$ cat src/rtl/stream_mem_loader.sv
// Stream-to-memory bus master: turns header/address/payload command words into
// picorv32-style native bus reads and writes. Define LOADER_ACK_EN to emit a completion ack word.
`timescale 1ns/1ps

module stream_mem_loader #(
    parameter int MEM_BYTES = 131072,
    parameter int MAX_LEN_W = 16
) (
    input  logic        clk,
    input  logic        reset,
    input  logic [31:0] din,
    input  logic        val_in,
    output logic        ready_upward,
    output logic [31:0] dout,
    output logic        val_out,
    input  logic        ready_downward,
    output logic        mem_valid,
    output logic        mem_instr,
    output logic [31:0] mem_addr,
    output logic [31:0] mem_wdata,
    output logic [3:0]  mem_wstrb,
    input  logic        mem_ready,
    input  logic [31:0] mem_rdata,
    output logic        busy
);

    localparam logic [31:0]          ADDR_MASK = 32'(MEM_BYTES - 1) & 32'hFFFF_FFFC;
    localparam logic [MAX_LEN_W-1:0] LEN_ZERO  = {MAX_LEN_W{1'b0}};
    localparam logic [MAX_LEN_W-1:0] LEN_ONE   = MAX_LEN_W'(1'b1);

    typedef enum logic [2:0] {
        S_HDR     = 3'd0,
        S_ADDR    = 3'd1,
        S_WR_DATA = 3'd2,
        S_WR_BUS  = 3'd3,
        S_RD_BUS  = 3'd4,
        S_RD_OUT  = 3'd5,
        S_DONE    = 3'd6
    } state_t;

    state_t               state_r;
    logic                 op_r;
    logic [MAX_LEN_W-1:0] len_r;
    logic [MAX_LEN_W-1:0] cnt_r;
    logic [31:0]          addr_r;
    logic [31:0]          wdata_r;
    logic [3:0]           wstrb_r;
    logic                 mem_valid_r;
    logic                 ready_upward_r;
    logic [31:0]          dout_r;
    logic                 val_out_r;
    logic                 busy_r;

    logic                 in_xfer_s;
    logic                 out_xfer_s;
    logic                 bus_done_s;
    logic                 last_s;
    logic [31:0]          next_addr_s;

    assign in_xfer_s   = val_in & ready_upward_r;
    assign out_xfer_s  = val_out_r & ready_downward;
    assign bus_done_s  = mem_valid_r & mem_ready;
    assign last_s      = (cnt_r == LEN_ONE);
    assign next_addr_s = (addr_r + 32'd4) & ADDR_MASK;

`ifdef LOADER_ACK_EN
    logic [15:0] len16_s;
    logic [31:0] ack_word_s;

    if (MAX_LEN_W >= 16) begin : g_len_trunc
        assign len16_s = len_r[15:0];
    end else begin : g_len_pad
        assign len16_s = {{(16 - MAX_LEN_W){1'b0}}, len_r};
    end

    assign ack_word_s = 32'hACC0_0000 | {op_r, 15'd0, len16_s};
`endif

    // Command FSM; ready/busy are registered alongside each state change so no input reaches them combinationally.
    always_ff @(posedge clk) begin
        if (reset) begin
            state_r        <= S_HDR;
            op_r           <= 1'b0;
            len_r          <= LEN_ZERO;
            cnt_r          <= LEN_ZERO;
            addr_r         <= 32'd0;
            wdata_r        <= 32'd0;
            wstrb_r        <= 4'h0;
            mem_valid_r    <= 1'b0;
            ready_upward_r <= 1'b0;
            dout_r         <= 32'd0;
            val_out_r      <= 1'b0;
            busy_r         <= 1'b0;
        end else begin
            case (state_r)
                S_HDR: begin
                    ready_upward_r <= 1'b1;
                    if (in_xfer_s) begin
                        op_r    <= din[31];
                        len_r   <= din[MAX_LEN_W-1:0];
                        busy_r  <= 1'b1;
                        state_r <= S_ADDR;
                    end
                end
                S_ADDR: begin
                    if (in_xfer_s) begin
                        addr_r <= din & ADDR_MASK;
                        cnt_r  <= len_r;
                        if (len_r == LEN_ZERO) begin
                            ready_upward_r <= 1'b0;
                            state_r        <= S_DONE;
                        end else if (!op_r) begin
                            state_r <= S_WR_DATA;
                        end else begin
                            ready_upward_r <= 1'b0;
                            mem_valid_r    <= 1'b1;
                            wstrb_r        <= 4'h0;
                            state_r        <= S_RD_BUS;
                        end
                    end
                end
                S_WR_DATA: begin
                    if (in_xfer_s) begin
                        wdata_r        <= din;
                        wstrb_r        <= 4'hF;
                        mem_valid_r    <= 1'b1;
                        ready_upward_r <= 1'b0;
                        state_r        <= S_WR_BUS;
                    end
                end
                S_WR_BUS: begin
                    if (bus_done_s) begin
                        mem_valid_r <= 1'b0;
                        wstrb_r     <= 4'h0;
                        addr_r      <= next_addr_s;
                        cnt_r       <= cnt_r - LEN_ONE;
                        if (last_s) begin
                            state_r <= S_DONE;
                        end else begin
                            ready_upward_r <= 1'b1;
                            state_r        <= S_WR_DATA;
                        end
                    end
                end
                S_RD_BUS: begin
                    if (bus_done_s) begin
                        dout_r      <= mem_rdata;
                        val_out_r   <= 1'b1;
                        mem_valid_r <= 1'b0;
                        addr_r      <= next_addr_s;
                        state_r     <= S_RD_OUT;
                    end
                end
                S_RD_OUT: begin
                    if (out_xfer_s) begin
                        val_out_r <= 1'b0;
                        cnt_r     <= cnt_r - LEN_ONE;
                        if (last_s) begin
                            state_r <= S_DONE;
                        end else begin
                            mem_valid_r <= 1'b1;
                            state_r     <= S_RD_BUS;
                        end
                    end
                end
                S_DONE: begin
`ifdef LOADER_ACK_EN
                    // First DONE cycle launches the ack; leave once downstream takes it.
                    if (!val_out_r) begin
                        dout_r    <= ack_word_s;
                        val_out_r <= 1'b1;
                    end else if (ready_downward) begin
                        val_out_r      <= 1'b0;
                        ready_upward_r <= 1'b1;
                        busy_r         <= 1'b0;
                        state_r        <= S_HDR;
                    end
`else
                    ready_upward_r <= 1'b1;
                    busy_r         <= 1'b0;
                    state_r        <= S_HDR;
`endif
                end
                default: begin
                    state_r        <= S_HDR;
                    mem_valid_r    <= 1'b0;
                    ready_upward_r <= 1'b0;
                    val_out_r      <= 1'b0;
                    busy_r         <= 1'b0;
                end
            endcase
        end
    end

    assign ready_upward = ready_upward_r;
    assign dout         = dout_r;
    assign val_out      = val_out_r;
    assign mem_valid    = mem_valid_r;
    assign mem_instr    = 1'b0;
    assign mem_addr     = addr_r;
    assign mem_wdata    = wdata_r;
    assign mem_wstrb    = wstrb_r;
    assign busy         = busy_r;

endmodule

$ cat config.mk
export PLATFORM = sky130hd
export DESIGN_NAME = stream_mem_loader
export DESIGN_NICKNAME = d
export VERILOG_FILES = /design/src/rtl/stream_mem_loader.sv
export SDC_FILE = /design/constraint.sdc
export NUM_CORES = 1
export LEC_CHECK = 0
export CAP_MARGIN = 10
export CORE_AREA = 2 2 119 121
export DETAILED_ROUTE_END_ITERATION = 10
export DIE_AREA = 0 0 121 123
export PLACE_DENSITY = 0.78
export SKIP_LAST_GASP = 1
export SYNTH_ARGS = -nofsm -noshare
export SYNTH_HDL_FRONTEND = slang
export SYNTH_SLANG_ARGS = --single-unit
$ cat constraint.sdc
create_clock -name clk -period 1.5 [get_ports clk]
set_input_delay 0.15 -clock clk [delete_from_list [all_inputs] [get_ports clk]]
set_output_delay 0.15 -clock clk [all_outputs]
set_load 0.05 [all_outputs]
==> summary.md, run 1 <==
| Metric | Value |
|---|---|
| Status | `complete, but fails checks` |
| Failing checks | `setup timing` |
| Setup CP Type | `flip-flop to flip-flop` |
| Initial Util | `41.1%` |
| Number of H-tree branching levels | `4` |
| Synth Area in Simple Gates | `26.0%` |
| Number of synthesis warnings | `0` |
| Portion of the post-synthesis area used by sequential elements | `42.9%` |
| Final std cells w/o fill | `1216` |
| Num rows | `43` |
| Ratio of total power to cell area | `990 mW/mm^2` |
| Cts bufs inserted | `17` |
| Worst IR Drop VDD | `0.858 mV` |
| Clock-pin slew reported for the worst setup and hold paths after clock tree synthesis | `0.06 ns` |
| Initial DRT Pass Iterations | `7` |
| Initial DRC Count | `955` |
| Cts-stage hold buffer count | `0` |
| Number of max-cap violations | `0` |
| Maximum number of buffers from clock root to sink | `2` |
| Diodes inserted | `0` |
| Final WS setup | `-0.448 ns` |
| Leading cell types in the layout, fill and taps excluded | `buf_4 (189), nand2_1 (167), dfxtp_1 (98), a21oi_1 (76), clkdlybuf4s50_1 (67)` |
| Synthesized flop and latch total | `120` |
| Drc violations | `0` |
| Clock period minus final worst setup slack | `1.95 ns` |
| Gp weighted congestion | `0.905` |
| Maximum achievable frequency | `0.513 GHz` |
| CP startpoint kind | `flip-flop` |
| Pin count of the biggest net entering global routing | `52` |
| Horizontal extent of the die | `121 um` |
| Setup crit end kind | `flip-flop` |
| Post-Route Skew | `0.0113 ns` |
| Routed WL | `30000 um` |
| Most used flip-flop cell after synthesis | `dfxtp_1` |
| Compound-cell area share of the yosys netlist | `21.7%` |
| CTS tree | `built` |
| Avg Synthesized Cell Area | `7.56 um^2` |
| Minimum setup slack among reg-to-reg paths | `-0.45 ns` |
| Cell taking the most area after synthesis | `dfxtp_1` |
| Global-route wire length before repair | `32500 um` |
| Post-synth EDFFs | `0` |
| Cells taking the most area after synthesis | `dfxtp_1 (43%), nand2_1 (14%), a21oi_1 (11%)` |
| Required time of the worst setup path | `1.82 ns` |
| Clock latency of the later-clocked register in the worst-skew pair | `0.43 ns` |
| Number of nets with antenna violations after detailed routing | `0` |
| Final Max Slew Viols | `0` |
| Final layout net count | `1095` |
| Total power | `10.0 mW` |
| IO buf count | `155` |
| Clk root buf | `clkbuf_16` |
| Fraction of synthesized cell area in xor and xnor cells | `0.313%` |
| Mux share of post-synthesis cell area | `1.16%` |
| Netlist cell types | `61` |
| Number of placed I/O pins | `174` |
| Vertical die dimension | `123 um` |
| Cells after Synth | `741` |
| Wire length per cell | `24.7 um` |
| Total half-perimeter wirelength after legalization and detailed placement | `12300 um` |
| Arr. time, crit path | `2.27 ns` |
| Post-placement cell count | `1133` |
| Hold violation total from the final report | `0` |
| Total global-route track usage | `28.2%` |
| Area delta synth->final | `81.2%` |
| Setup violations, final | `119` |
| Number of global-route vias before repair | `6336` |
| Mapped Area | `0.00560 mm^2` |
| Class of the most critical hold timing path | `primary input to flip-flop` |
| Most common cell after layout, fill and taps aside | `buf_4` |
| Share of cells above drive strength 1 | `44.8%` |
| Number of sinks handled by clock tree synthesis | `120` |
| Total vias in the final route | `7756` |
| Portion of synthesized cell area occupied by the leading cell type | `42.9%` |
| Async set or reset register ratio after synthesis | `0%` |
| Worst Path Max Fanout | `5` |
| Fraction of the mapped netlist area in adder cells | `0.670%` |
| Antenna violations before repair | `1` |
| Largest family of logic cells by synthesized area | `simple AND/OR/NAND/NOR gates` |
| Congestion Overflow GR | `0` |
| Vias/cell | `6.38` |
| Part of the cycle the worst path needs | `130%` |
| Area inside the core boundary | `0.0136 mm^2` |
| Setup repair after global routing missed its margin | `yes` |
| Die outline area | `0.0149 mm^2` |
| Leakage power total | `3.96 nW` |
==> where the power goes <==
group          internal, mW  switching [mW]  leakage (nW)
logic                 0.913            1.15          2.66
clock network          2.94            1.65         0.320
registers              3.27           0.115         0.983
==> through the flow <==
stage                     setup TNS [ns]  hold WS (ns)  area [um^2]  util (%)  worst slack (ns)
after floorplan                   -0.700         0.286         5820         -            -0.145
after global placement            -20.97         0.442         7940      58.3            -0.281
after detailed placement          -22.38         0.447         7940      58.3            -0.304
after CTS                          -2.76         0.100         9220      67.8            -0.171
after global routing              -23.40         0.122        10100      74.5            -0.495
final                             -19.08         0.120        10100      74.5            -0.448
==> path summary, 6_finish.rpt <==
check,from,endpoint,depth (start not counted)
worst min register to register,mem_wdata[18],mem_wdata[18],2
worst min-delay path,reset,dout[10],2
worst max-delay path,state_r[1],cnt_r[11],7
worst max register to register,state_r[1],cnt_r[11],7
==> what timing repair did <==
item                                   in CTS  in global routing
gates resized for setup                    99                167
setup endpoints to repair                 101                119
pin swaps                                  31                 79
endpoints found under the hold margin       0                  0
gates cloned                               10                  8
setup buffers                              17                 18
==> sequential cells by signal, indices dropped and copies added (netlist names) <==
signal / cells
busy: 1
cnt_r: 16
dout: 32
len_r: 16
mem_addr: 15
mem_valid: 1
mem_wdata: 32
mem_wstrb: 1
op_r: 1
ready_upward: 1
state_r: 3
val_out: 1
==> cell usage after synthesis, types with 4 or more instances <==
library cell / instances
a21oi_1: 122
nand2_1: 206
clkbuf_1: 29
buf_4: 25
nand3b_1: 5
dfxtp_1: 120
and2_1: 5
inv_1: 5
nand4_1: 7
nor4_1: 8
nor2_1: 38
o21ai_1: 5
a21o_1: 16
mux2_2: 4
nor3_1: 14
buf_2: 15
nand3_1: 13
a31oi_1: 8
or3_1: 7
o21ai_0: 24
o32ai_1: 4
a211oi_1: 5
==> critical path, cell delays in order (launching register included) <==
cell and delay [ns]:
dfxtp_4 0.39, buf_4 0.18, xor2_4 0.27, and2_4 0.23, buf_4 0.15, nand4_1 0.14, a21o_1 0.25, a21oi_1 0.22
==> per-layer routing <==
layer / wire (um) / GRT usage (%)
met5: 0 / 0
met4: 2870 / 19.8
met3: 3500 / 6.92
met2: 14000 / 46.9
met1: 9660 / 31.7
==> cell families after synthesis <==
family          after synthesis
fa+ha+maj                     3
other cells                   1
buf+inv                      76
simple gates                326
mux                           6
flops                       120
compound gates              207
xor+xnor                      2
==> layout make-up <==
| cell class | instances | area, um^2 |
|---|---|---|
| Multi-Input combinational cell | 565 | 3770 |
| Clock buffer | 19 | 464 |
| Tap cell | 180 | 225 |
| Timing Repair Buffer | 313 | 3010 |
| Inverter | 6 | 22.5 |
| Fill cell | 678 | 3470 |
| Clock inverter | 13 | 189 |
| Sequential cell | 120 | 2460 |
Note: power is estimated with default switching activity, not from simulation.
==> inputs of run 2 (changes only) <==
Settings changed: GPL_ROUTABILITY_DRIVEN set to 0, PLACE_DENSITY 0.78 to 0.75, SLEW_MARGIN set to 40.
==> run 2 against run 1 <==
Net effect: the run still ends with setup timing left; critical path depth unchanged; final cell count fell by 0.33%; cell area shrank 2.9%; sequential share of layout area up 0.73 points; utilization fell by 2.1 points; critical endpoint is now ready_upward; die area unchanged; worst hold slack got worse by 0.037 ns; critical path type unchanged; flip-flop and latch count is the same; sequential power is essentially flat; total power fell by 6.6%; clock-buffer cell count up 4; largest power group unchanged.
==> summary.md, run 2 (same netlist as run 1, synthesis figures left out) <==
| Metric | Value |
|---|---|
| Status | `complete, but fails checks` |
| Failing checks | `setup timing` |
| Vias/cell | `5.69 (-11%)` |
| Cts bufs inserted | `17 (unchanged)` |
| Cell Area, Placed | `0.00796 mm^2 (+0.32%)` |
| Initial DRC Count | `687 (-28%)` |
| Hold Path Sink | `cnt_r[1]` |
| Setup CP Type | `flip-flop to flip-flop` |
| Number of nets with antenna violations after detailed routing | `0 (unchanged)` |
| Share of cells above drive strength 1 | `41.3% (-3.5 points)` |
| Maximum number of buffers from clock root to sink | `2 (unchanged)` |
| Startpoint of the most critical register-to-register path | `state_r[1]` |
| Min-delay src | `reset` |
| Routed WL | `23700 um (-21%)` |
| Setup violations, final | `64 (-46%)` |
| Pin count of the biggest net entering global routing | `60 (+15%)` |
| Count of cells along the worst hold path | `2 (unchanged)` |
| Endpoint of the most critical register-to-register path | `ready_upward` |
| Die outline area | `0.0149 mm^2 (unchanged)` |
| Total global-route track usage | `25.1% (-3.0 points)` |
| Number of global-route vias before repair | `6042 (-4.6%)` |
| Total power | `9.38 mW (-6.6%)` |
| Setup crit end kind | `flip-flop` |
| Global-route wire length before repair | `29700 um (-8.7%)` |
| Required time of the worst setup path | `1.79 ns (-0.03 ns)` |
| Most common cell after layout, fill and taps aside | `buf_4` |
| Number of H-tree branching levels | `4 (unchanged)` |
| Leakage power total | `3.93 nW (-0.80%)` |
| CTS tree | `built` |
| Area delta synth->final | `76.0%` |
| Congestion Overflow GR | `0 (unchanged)` |
| Ratio of total power to cell area | `952 mW/mm^2 (-3.9%)` |
| Vertical die dimension | `123 um (unchanged)` |
| Clock latency of the later-clocked register in the worst-skew pair | `0.42 ns (about the same)` |
| CP startpoint kind | `flip-flop` |
| Class of the most critical hold timing path | `primary input to flip-flop` |
| Horizontal extent of the die | `121 um (unchanged)` |
| Wire length per cell | `19.6 um (-21%)` |
| IO buf count | `155 (unchanged)` |
| Part of the cycle the worst path needs | `125% (-4.8 points)` |
| Clock period minus final worst setup slack | `1.88 ns (-0.0727 ns)` |
| Initial DRT Pass Iterations | `5 (-2)` |
| Antenna violations before repair | `0 (-1)` |
| Worst IR Drop VDD | `0.856 mV (-0.24%)` |
| Final WS setup | `-0.376 ns (+0.0727 ns)` |
| Number of inserted filler cells in the final layout | `853 (+26%)` |
| Worst setup slack after placement | `-0.392 ns (-0.0874 ns)` |
| Total half-perimeter wirelength after legalization and detailed placement | `12400 um (+1.1%)` |
| Setup repair after global routing missed its margin | `yes` |
| Hold violation total from the final report | `0 (unchanged)` |
| Maximum achievable frequency | `0.533 GHz (+3.9%)` |
| Drc violations | `0 (unchanged)` |
| Final Max Slew Viols | `0 (unchanged)` |
| Core occupancy in the finished layout | `72.4% (-2.1 points)` |
| Number of max-cap violations | `0 (unchanged)` |
| Number of sinks handled by clock tree synthesis | `120 (unchanged)` |
| Post-Route Skew | `0.0113 ns (-0.00000350 ns)` |
| Diodes inserted | `0 (unchanged)` |
| Area inside the core boundary | `0.0136 mm^2 (unchanged)` |
| Leading cell types in the layout, fill and taps excluded | `buf_4 (185), nand2_1 (184), dfxtp_1 (97), a21oi_1 (91), clkdlybuf4s50_1 (67)` |
| Worst-case hold slack | `0.0828 ns (-0.0372 ns)` |
| Clk root buf | `clkbuf_16` |
| Number of cell instances on the worst register-to-register path | `7 (unchanged)` |
| Number of placed I/O pins | `174 (unchanged)` |
| Minimum setup slack among reg-to-reg paths | `-0.38 ns (+0.07 ns)` |
| Total vias in the final route | `6901 (-11%)` |
| Initial Util | `41.1% (unchanged)` |
| Final layout net count | `1092 (-0.27%)` |
| Final Instance Area | `0.00985 mm^2 (-2.9%)` |
| Arr. time, crit path | `2.17 ns (-0.10 ns)` |
| Worst Path Max Fanout | `6 (+1)` |
| Clock-pin slew reported for the worst setup and hold paths after clock tree synthesis | `0.06 ns (about the same)` |
| Num rows | `43 (unchanged)` |
[run 2: power breakdown]
part           switching (mW)  total, mW  internal (mW)
Clock                    1.46       4.11           2.65
Sequential              0.109       3.38           3.28
Combinational            1.02       1.88          0.863
Total                    2.58       9.38           6.79
[run 2: through the flow]
step	cells	TNS, ns
global route	1212	-13.28
CTS	1178	-2.93
floorplan	758	-0.700
detailed placement	1133	-22.78
finish	1212	-9.18
global placement	1133	-17.91
[run 2: how the worst max path moves through the flow]
stage,from,cells past startpoint,slack (ns),endpoint
after floorplan,state_r[0],5,-0.14,mem_addr[16]
after global placement,len_r[3],5,-0.33,ready_upward
after detailed placement,val_in,7,-0.39,cnt_r[10]
after CTS,cnt_r[5],6,-0.17,cnt_r[14]
after global routing,state_r[2],7,-0.41,mem_addr[5]
final,state_r[1],7,-0.38,ready_upward
[run 2: what timing repair did]
action	in CTS	in global routing
gates resized for setup	52	159
gates cloned	2	10
setup endpoints to repair	77	110
hold buffers	0	0
setup buffers	12	28
pin swaps	27	79
[run 2: worst max-delay path, stage by stage (launching register included)]
cell	delay [ns]
dfxtp_4	0.41
buf_6	0.14
buf_6	0.10
buf_6	0.09
nand4_1	0.19
o2111a_1	0.23
nor2_1	0.20
mux2_2	0.39
[run 2: per-layer routing]
| layer | GRT usage, % | share of wire (%) |
|---|---|---|
| met1 | 29.7 | 36 |
| met2 | 43.6 | 50 |
| met3 | 6.04 | 8.1 |
| met4 | 10.5 | 5.2 |
| met5 | 0 | 0 |
[run 2: cell type report]
cell class              count  area (um^2)  share of cell area, %
clock buffers              23          499                   5.07
inverters                   6         22.5                  0.229
well taps                 180          225                   2.29
repair buffers            310         2940                   29.8
clock inverters             8         91.3                  0.927
multi-input cells         565         3610                   36.7
flip-flops and latches    120         2470                   25.0
